`src/rtl/systolic_pkg.sv`:
```
// Shared types and constants for the systolic array and its feeder.
package systolic_pkg;

   localparam int unsigned ARRAY_SIZE_DEF = 2;
   localparam int unsigned DATA_WIDTH_DEF = 4;

   typedef enum logic [1:0] {
      LOAD   = 2'd0,
      STREAM = 2'd1,
      DRAIN  = 2'd2
   } feeder_state_e;

   // Width of the wavefront counter: must hold 0..2N-1.
   function automatic int unsigned skew_width(input int unsigned n);
      return (n < 1) ? 1 : $clog2(2 * n);
   endfunction

endpackage

```
`src/rtl/skew_lane_mux.sv`:
```
// Picks element [t - LANE] of one buffered lane, or zero when outside 0..N-1.
module skew_lane_mux
   import systolic_pkg::*;
#(
   parameter int unsigned N    = ARRAY_SIZE_DEF,
   parameter int unsigned W    = DATA_WIDTH_DEF,
   parameter int unsigned LANE = 0,
   parameter int unsigned CW   = skew_width(N)
) (
   input  logic [N*W-1:0] elems_i,
   input  logic [CW-1:0]  t_i,
   output logic [W-1:0]   elem_c_o
);

   localparam int unsigned DW = CW + 1;

   logic [DW-1:0] diff_c;

   // Extra MSB flags t < LANE instead of letting the subtraction wrap.
   always_comb begin
      diff_c   = {1'b0, t_i} - DW'(LANE);
      elem_c_o = '0;
      if (!diff_c[CW]) begin
         for (int e = 0; e < int'(N); e++) begin
            if (diff_c[CW-1:0] == CW'(e)) elem_c_o = elems_i[e*W +: W];
         end
      end
   end

endmodule

```
`src/rtl/systolic_feeder.sv`:
```
// Loads N x N operands A (by column) and B (by row), then streams skewed
// wavefronts into the systolic array, drains, and pulses done.
// Optional: define SYSTOLIC_FEEDER_CLR_EN to add the array_clr output.
module systolic_feeder
   import systolic_pkg::*;
#(
   parameter int unsigned ARRAY_SIZE   = ARRAY_SIZE_DEF,
   parameter int unsigned DATA_WIDTH   = DATA_WIDTH_DEF,
   parameter int unsigned DRAIN_CYCLES = 4
) (
   input  logic                             clk,
   input  logic                             reset,
   input  logic                             s_valid,
   output logic                             s_ready,
   input  logic [ARRAY_SIZE*DATA_WIDTH-1:0] s_a_col,
   input  logic [ARRAY_SIZE*DATA_WIDTH-1:0] s_b_row,
   output logic [ARRAY_SIZE*DATA_WIDTH-1:0] input_left,
   output logic [ARRAY_SIZE*DATA_WIDTH-1:0] input_top,
   output logic                             busy,
   output logic                             done
`ifdef SYSTOLIC_FEEDER_CLR_EN
   ,
   output logic                             array_clr
`endif
);

   localparam int unsigned N   = ARRAY_SIZE;
   localparam int unsigned W   = DATA_WIDTH;
   localparam int unsigned VW  = N * W;
   localparam int unsigned CW  = skew_width(N);
   localparam int unsigned DCW = $clog2(DRAIN_CYCLES + 1);

   feeder_state_e state_q, state_d;
   logic [CW-1:0]  beat_q, beat_d;
   logic [CW-1:0]  t_q, t_d;
   logic [DCW-1:0] drain_q, drain_d;
   logic [VW-1:0]  left_q, left_d, top_q, top_d;
   logic           busy_q, busy_d, done_q, done_d, ready_q, ready_d;
`ifdef SYSTOLIC_FEEDER_CLR_EN
   logic           clr_q, clr_d;
`endif

   // a_q[i] holds row i of A, b_q[j] holds column j of B; element k at k*W.
   logic [N-1:0][VW-1:0] a_q, b_q;
   logic [VW-1:0]        left_c, top_c;
   logic                 load_fire_c;

   assign load_fire_c = (state_q == LOAD) && s_valid;

   // One skew mux per lane for each edge of the array.
   for (genvar g = 0; g < int'(N); g++) begin : g_lane
      skew_lane_mux #(.N(N), .W(W), .LANE(g), .CW(CW)) u_left (
         .elems_i  (a_q[g]),
         .t_i      (t_q),
         .elem_c_o (left_c[g*W +: W])
      );
      skew_lane_mux #(.N(N), .W(W), .LANE(g), .CW(CW)) u_top (
         .elems_i  (b_q[g]),
         .t_i      (t_q),
         .elem_c_o (top_c[g*W +: W])
      );
   end

   // Operand buffers; contents are don't-care after reset.
   always_ff @(posedge clk) begin
      if (load_fire_c) begin
         for (int i = 0; i < int'(N); i++) begin
            for (int k = 0; k < int'(N); k++) begin
               if (beat_q == CW'(k)) begin
                  a_q[i][k*W +: W] <= s_a_col[i*W +: W];
                  b_q[i][k*W +: W] <= s_b_row[i*W +: W];
               end
            end
         end
      end
   end

   // Next-state and registered-output logic.
   always_comb begin
      state_d = state_q;
      beat_d  = beat_q;
      t_d     = t_q;
      drain_d = drain_q;
      left_d  = '0;
      top_d   = '0;
      done_d  = 1'b0;
`ifdef SYSTOLIC_FEEDER_CLR_EN
      clr_d   = 1'b0;
`endif
      case (state_q)
         LOAD: begin
            if (s_valid) begin
               if (beat_q == CW'(N - 1)) begin
                  beat_d  = '0;
                  t_d     = '0;
                  state_d = STREAM;
`ifdef SYSTOLIC_FEEDER_CLR_EN
                  clr_d   = 1'b1;
`endif
               end else begin
                  beat_d = beat_q + 1'b1;
               end
            end
         end
         STREAM: begin
            left_d = left_c;
            top_d  = top_c;
            if (t_q == CW'(2 * N - 2)) begin
               t_d     = '0;
               drain_d = '0;
               state_d = DRAIN;
            end else begin
               t_d = t_q + 1'b1;
            end
         end
         DRAIN: begin
            if (drain_q == DCW'(DRAIN_CYCLES - 1)) begin
               drain_d = '0;
               done_d  = 1'b1;
               state_d = LOAD;
            end else begin
               drain_d = drain_q + 1'b1;
            end
         end
         default: state_d = LOAD;
      endcase
      busy_d  = (state_d != LOAD);
      ready_d = (state_d == LOAD);
   end

   // State, counters and output registers.
   always_ff @(posedge clk or posedge reset) begin
      if (reset) begin
         state_q <= LOAD;
         beat_q  <= '0;
         t_q     <= '0;
         drain_q <= '0;
         left_q  <= '0;
         top_q   <= '0;
         busy_q  <= 1'b0;
         done_q  <= 1'b0;
         ready_q <= 1'b1;
`ifdef SYSTOLIC_FEEDER_CLR_EN
         clr_q   <= 1'b0;
`endif
      end else begin
         state_q <= state_d;
         beat_q  <= beat_d;
         t_q     <= t_d;
         drain_q <= drain_d;
         left_q  <= left_d;
         top_q   <= top_d;
         busy_q  <= busy_d;
         done_q  <= done_d;
         ready_q <= ready_d;
`ifdef SYSTOLIC_FEEDER_CLR_EN
         clr_q   <= clr_d;
`endif
      end
   end

   assign s_ready    = ready_q;
   assign input_left = left_q;
   assign input_top  = top_q;
   assign busy       = busy_q;
   assign done       = done_q;
`ifdef SYSTOLIC_FEEDER_CLR_EN
   assign array_clr  = clr_q;
`endif

endmodule

```
`config.mk`:
```
export PLATFORM = sky130hd
export DESIGN_NAME = systolic_feeder
export DESIGN_NICKNAME = d
export VERILOG_FILES = /design/src/rtl/systolic_pkg.sv /design/src/rtl/skew_lane_mux.sv /design/src/rtl/systolic_feeder.sv
export SDC_FILE = /design/constraint.sdc
export NUM_CORES = 1
export LEC_CHECK = 0
export CAP_MARGIN = 20
export CORE_MARGIN = 5
export CORE_UTILIZATION = 65
export DETAILED_ROUTE_END_ITERATION = 8
export DONT_BUFFER_PORTS = 1
export PLACE_DENSITY = 0.79
export SYNTH_ARGS = -nofsm -noshare
export SYNTH_HDL_FRONTEND = slang
export SYNTH_SLANG_ARGS = --single-unit
```
`constraint.sdc`:
```
create_clock -name clk -period 4.7 [get_ports clk]
set_input_delay 0.705 -clock clk [delete_from_list [all_inputs] [get_ports clk]]
set_output_delay 0.705 -clock clk [all_outputs]
set_load 0.01 [all_outputs]
```
-- After elaboration in Yosys (flattened, before gate mapping)
Index checks and enable logic that the tools add are counted.
- input port bits: 19
- bits in latches: 0
- output and inout bits: 19
- register bits: 60
- word-level logic and storage cells: 72
- RAM bits: 0
- bits in read-only memories: 0
- memories kept: 0
- $mul: 0
- muxes and demuxes: 27
- equal/unequal tests: 10
- shift-type cells: 0
- reduce and logical (&&, ||, !) cells: 14
- divide/modulo/power cells: 0
- $add $sub $neg: 4
- bitwise gates (word level): 0
- magnitude comparators: 0
- operators with widths (cell ; number):
    $mux 4 ; 10
    $mux 2 ; 8
    $mux 8 ; 2
    $logic_not 2->1 ; 5
    $eq 2x1->1 const B ; 4
    $reduce_and 2->1 ; 4
    $mux 3 ; 2
    $pmux 2 s3 ; 1
    $pmux 3 s2 ; 1
    $reduce_bool 2->1 ; 3
    $add 2x1->2 const B ; 2
    $eq 2x2->1 const B ; 2
    $ne 2x2->1 const B ; 2
    $pmux 2 s2 ; 1
    $add 3x1->3 const B ; 1
    $eq 3x2->1 const B ; 1
    $reduce_and 3->1 ; 1
    $sub 2x1->3 const B ; 1
    $mux 1 ; 2
    $ne 2x1->1 const B ; 1
    $logic_and 1x1->1 ; 1

-- Longest topological paths before layout
- depth in word-level cells: 6
- gate-level depth with buffers: 4
- gate-level depth less buffers: 4

-- Cells and area by module
A second synthesis with hierarchy kept.
- cells, all modules: 141
- area, all modules: 2212.1 sq um
- by module, submodules not included (module ; sequential area each (sq um) ; instances ; area each (sq um) ; cells an instance):
    systolic_feeder ; 1662.8 ; 1 ; 1984.4 ; 111
    skew_lane_mux (g_lane[0].u_left ...) ; 0.0 ; 2 ; 60.1 ; 9
    skew_lane_mux (g_lane[1].u_left ...) ; 0.0 ; 2 ; 53.8 ; 6

-- Least setup slack after synthesis
Ideal clock, no wire load.
- path kind: input port to flip-flop
- start point: input port s_valid
- end point: register a_q[0] in the netlist's numbering, enable pin
- arrival: 1938 ps
- buffers on the path: 0
- library setup time: 409 ps
- path slack: 2353 ps
- required time: 4291 ps
- stages: 2
- path through: nand2_1 -> nor3_1
- cells in the longest elaborated chain, start to end: 2
- ends and longest elaborated chain (item ; RTL line ; text):
    from (decl) ; systolic_feeder.sv:13 ; input logic s_valid,
    $logic_and 1x1->1 ; systolic_feeder.sv:48 ; assign load_fire_c = (state_q == LOAD) && s_valid;
    $reduce_and 2->1 (no source line) ; n/a ;
    to (signal, indexed assignment) ; systolic_feeder.sv:70 ; a_q[i][k*W +: W] <= s_a_col[i*W +: W];
    to (decl) ; systolic_feeder.sv:44 ; logic [N-1:0][VW-1:0] a_q, b_q;
No other way between the ends.
A chain may end at the register's enable or synchronous reset.

-- Worst setup path after layout
- start point: register ready_q, in the netlist s_ready
- end point: output port s_ready
- RTL lines (item ; RTL line ; text):
    from (decl) ; systolic_feeder.sv:38 ; logic busy_q, busy_d, done_q, done_d, ready_q, ready_d;
    from (signal assigned) ; systolic_feeder.sv:155 ; ready_q <= ready_d;
    to (decl) ; systolic_feeder.sv:14 ; output logic s_ready,
No word-level cell between the ends.

==> metrics.yaml <==
status:
  run_status: "finished, final reports clean"
sta:
  setup_total_negative_slack_ns: 0
  worst_slew_margin_rel_pct: 64.3
  timing.final.crit_share_pct: 34.9
  max_freq_mhz: 610
  finClkSkew_ns: 0.0103
  hold_viol_final: 0
  transition_time_of_the_tightest_slew_check_pin_ns: 0.536
  final_max_slew_viol_count: 0
  setup_viol: 0
  setup_repair_after_global_routing_missed_its_margin: "no"
  final_period_minus_worst_setup_slack_ns: 1.64
  holdWs_ns: 0.129
finish:
  fin_area_mm2: 0.00227
  layout_commonest_cell: "sky130_fd_sc_hd__edfxtp_1"
  final_nets: 152
  diodes: 0
  finish.utilization_pct: 74.4
  most-common-layout-cells: "32 x sky130_fd_sc_hd__edfxtp_1, 27 x sky130_fd_sc_hd__dfrtp_1, 11 x sky130_fd_sc_hd__nor2_1"
  num-fill-cells: 212
  post_route_cells_drive_above_1_share_pct: 13.1
  area_growth_syn_to_layout_pct: 9.07
global_routing:
  globalRouteTotalUtil_pct: 16.4
  grt_antenna_before_repair: 0
  grt_remaining_overflow: 0
  wire_length_of_the_first_global_routing_pass_um: 4900
  grt_pass1_vias: 1057
  grt_max_degree: 29
critical_path:
  cp_data_required_time_ns: 3.99
  timing_worst_setup_path_type: "flop to primary output"
  crit_path_max_fanout: 1
  timing.reg2reg.setup_slack_ns: 3.07
  critical_path.startpoint_type: "flop"
  cp.arrival_ns: 0.93
  timing.critical_path.to_type: "primary output"
die:
  core-area_mm2: 0.00305
  initial_core_utilization_pct: 68.2
  dieArea_mm2: 0.00444
  floorplan.die.width_um: 66.6
  rows: 20
  dieHeight_um: 66.6
  ioPinCount: 38
power_and_ir_drop:
  power_density_mw_per_mm2: 603
  cellLeakagePower_nw: 0.943
  power_w: 0.00137
  ir_drop_mv: 0.309
detailed_routing:
  initial_drt_markers: 43
  dr.pass1.iters: 4
  routed_via_density: 5.41
  vias: 980
  avg_wl_per_cell_um: 16.4
  drt.antenna.violating_nets: 0
  drc: 0
  finalWirelength_um: 2960
cts:
  ctsHoldBuffers: 0
  ctsLongestPathBuffers: 2
  post_cts.repair.setup_buffers: 0
  clk-insertion-delay-late_ns: 0.38
  number_of_cells_upsized_or_downsized_after_cts: 0
  tritoncts.num_buffers: 9
  ctsRootBufferMaster: "sky130_fd_sc_hd__clkbuf_4"
  clock_sinks: 60
  cts-htree-levels: 3
  cts.clk_slew.worst_paths_ns: 0.09
  cts_tree: "built"
placement:
  detailed_place.area_mm2: 0.00215
  place.port_buffers: 0
  post-dp-hpwl_um: 2060
  gpl.final_weighted_congestion: 0.699
yosys:
  most_area_hungry_cell_type_in_the_yosys_netlist: "sky130_fd_sc_hd__edfxtp_1"
  synth_cell_type_count: 28
  yosys_warnings: 0
  ys_top_cells_by_area: "sky130_fd_sc_hd__edfxtp_1 46%, sky130_fd_sc_hd__dfrtp_1 32%, sky130_fd_sc_hd__mux2i_1 3.8%"
  syn-instance-count: 121
  syn_area_mm2: 0.00208
  postSynthAreaPerCell_um2: 17.2
  synth_sequential_area_ratio_pct: 79.8
  ys_ff_latch: 60
  yosysTopAreaCellShare_pct: 46.1
  mappedNetlistNets: 141
min_path:
  worst_hold_path_type: "input pin to async pin"
flow_run:
  drv_cap: 0
[flip-flops by register name, indices dropped and copies added, names as in the netlist]
| register | flops |
|---|---|
| input_top | 8 |
| input_left | 8 |
| drain_q | 3 |
| state_q | 2 |
| b_q | 16 |
| busy | 1 |
| a_q | 16 |
| done | 1 |
| t_q | 2 |
| beat_q | 2 |
| s_ready | 1 |
[per-stage QoR]
| stage | worst slack (ns) | std cells |
|---|---|---|
| after floorplan | 2.35 | 121 |
| after global placement | 2.56 | 162 |
| after detailed placement | 2.90 | 164 |
| after CTS | 3.03 | 180 |
| after global routing | 2.90 | 181 |
| final | 3.06 | 181 |
[layer usage]
| metal | vias up | share of wire [%] | GRT usage [%] |
|---|---|---|---|
| li1 | 463 | - | - |
| met1 | 484 | 37 | 16.4 |
| met2 | 29 | 55 | 26.9 |
| met3 | 4 | 7.3 | 9.61 |
| met4 | 0 | 1.2 | 8.38 |
| met5 | - | 0 | 0 |
[power by group]
group	leakage (nW)	internal (W)	switching [W]
sequential	0.659	0.000717	0.000117
combinational	0.230	0.000116	0.000159
clock	0.0536	0.000104	0.000157
[synthesized netlist by cell type]
library cell                n
sky130_fd_sc_hd__a211oi_1   1
sky130_fd_sc_hd__a21o_1     2
sky130_fd_sc_hd__a22o_1     8
sky130_fd_sc_hd__a31oi_1    1
sky130_fd_sc_hd__and2_1     1
sky130_fd_sc_hd__and2b_1    1
sky130_fd_sc_hd__and3b_1    1
sky130_fd_sc_hd__and4bb_2   1
sky130_fd_sc_hd__buf_2      2
sky130_fd_sc_hd__buf_6      1
sky130_fd_sc_hd__dfrtp_1   27
sky130_fd_sc_hd__dfstp_2    1
sky130_fd_sc_hd__edfxtp_1  32
sky130_fd_sc_hd__ha_1       1
sky130_fd_sc_hd__inv_1      4
sky130_fd_sc_hd__mux2i_1    8
sky130_fd_sc_hd__nand2_1    5
sky130_fd_sc_hd__nand2b_1   3
sky130_fd_sc_hd__nand3_1    1
sky130_fd_sc_hd__nor2_1    11
sky130_fd_sc_hd__nor2_8     1
sky130_fd_sc_hd__nor3_1     2
sky130_fd_sc_hd__o21a_1     1
sky130_fd_sc_hd__o21ai_0    1
sky130_fd_sc_hd__o21bai_1   1
sky130_fd_sc_hd__o22ai_1    1
sky130_fd_sc_hd__or3b_1     1
sky130_fd_sc_hd__xnor2_1    1
[worst reg2reg max path, cell delays in order (launching register included)]
cell and delay (ns):
sky130_fd_sc_hd__dfrtp_1 0.43, sky130_fd_sc_hd__nor2_1 0.13, sky130_fd_sc_hd__nand2_1 0.15, sky130_fd_sc_hd__nor3_2 0.40
sky130_fd_sc_hd__buf_6 0.23
[layout make-up]
type / instances / area [µm²] / area share, %
flip-flops and latches: 60 / 1660 / 73.2
multi-input cells: 54 / 394 / 17.3
repair buffers: 3 / 50.0 / 2.20
clock inverters: 4 / 16.3 / 0.716
clock buffers: 12 / 78.8 / 3.47
inverters: 4 / 15.0 / 0.661
well taps: 44 / 55.1 / 2.42
[logic make-up after synthesis]
group	Yosys count	share of synthesized area, %
flip-flops	60	79.8
AND/OR/NAND/NOR	28	7.57
AO/OA/AOI/OAI	16	6.01
multiplexers	8	3.84
buffers and inverters	7	1.74
XOR/XNOR	1	0.420
adder cells (fa/ha/maj)	1	0.601
[worst paths after layout]
| check | startpoint | end | cells after the start |
|---|---|---|---|
| max in group asynchronous | reset | s_ready | 2 |
| setup / recovery | s_ready | s_ready | 0 |
| min in group clk | s_b_row[5] | b_q[9] | 0 |
| setup reg to reg | state_q[1] | b_q[11] | 4 |
| hold / removal | reset | busy | 1 |
| hold reg to reg | a_q[9] | input_left[5] | 1 |
Note: power is estimated with default switching activity, not from simulation.
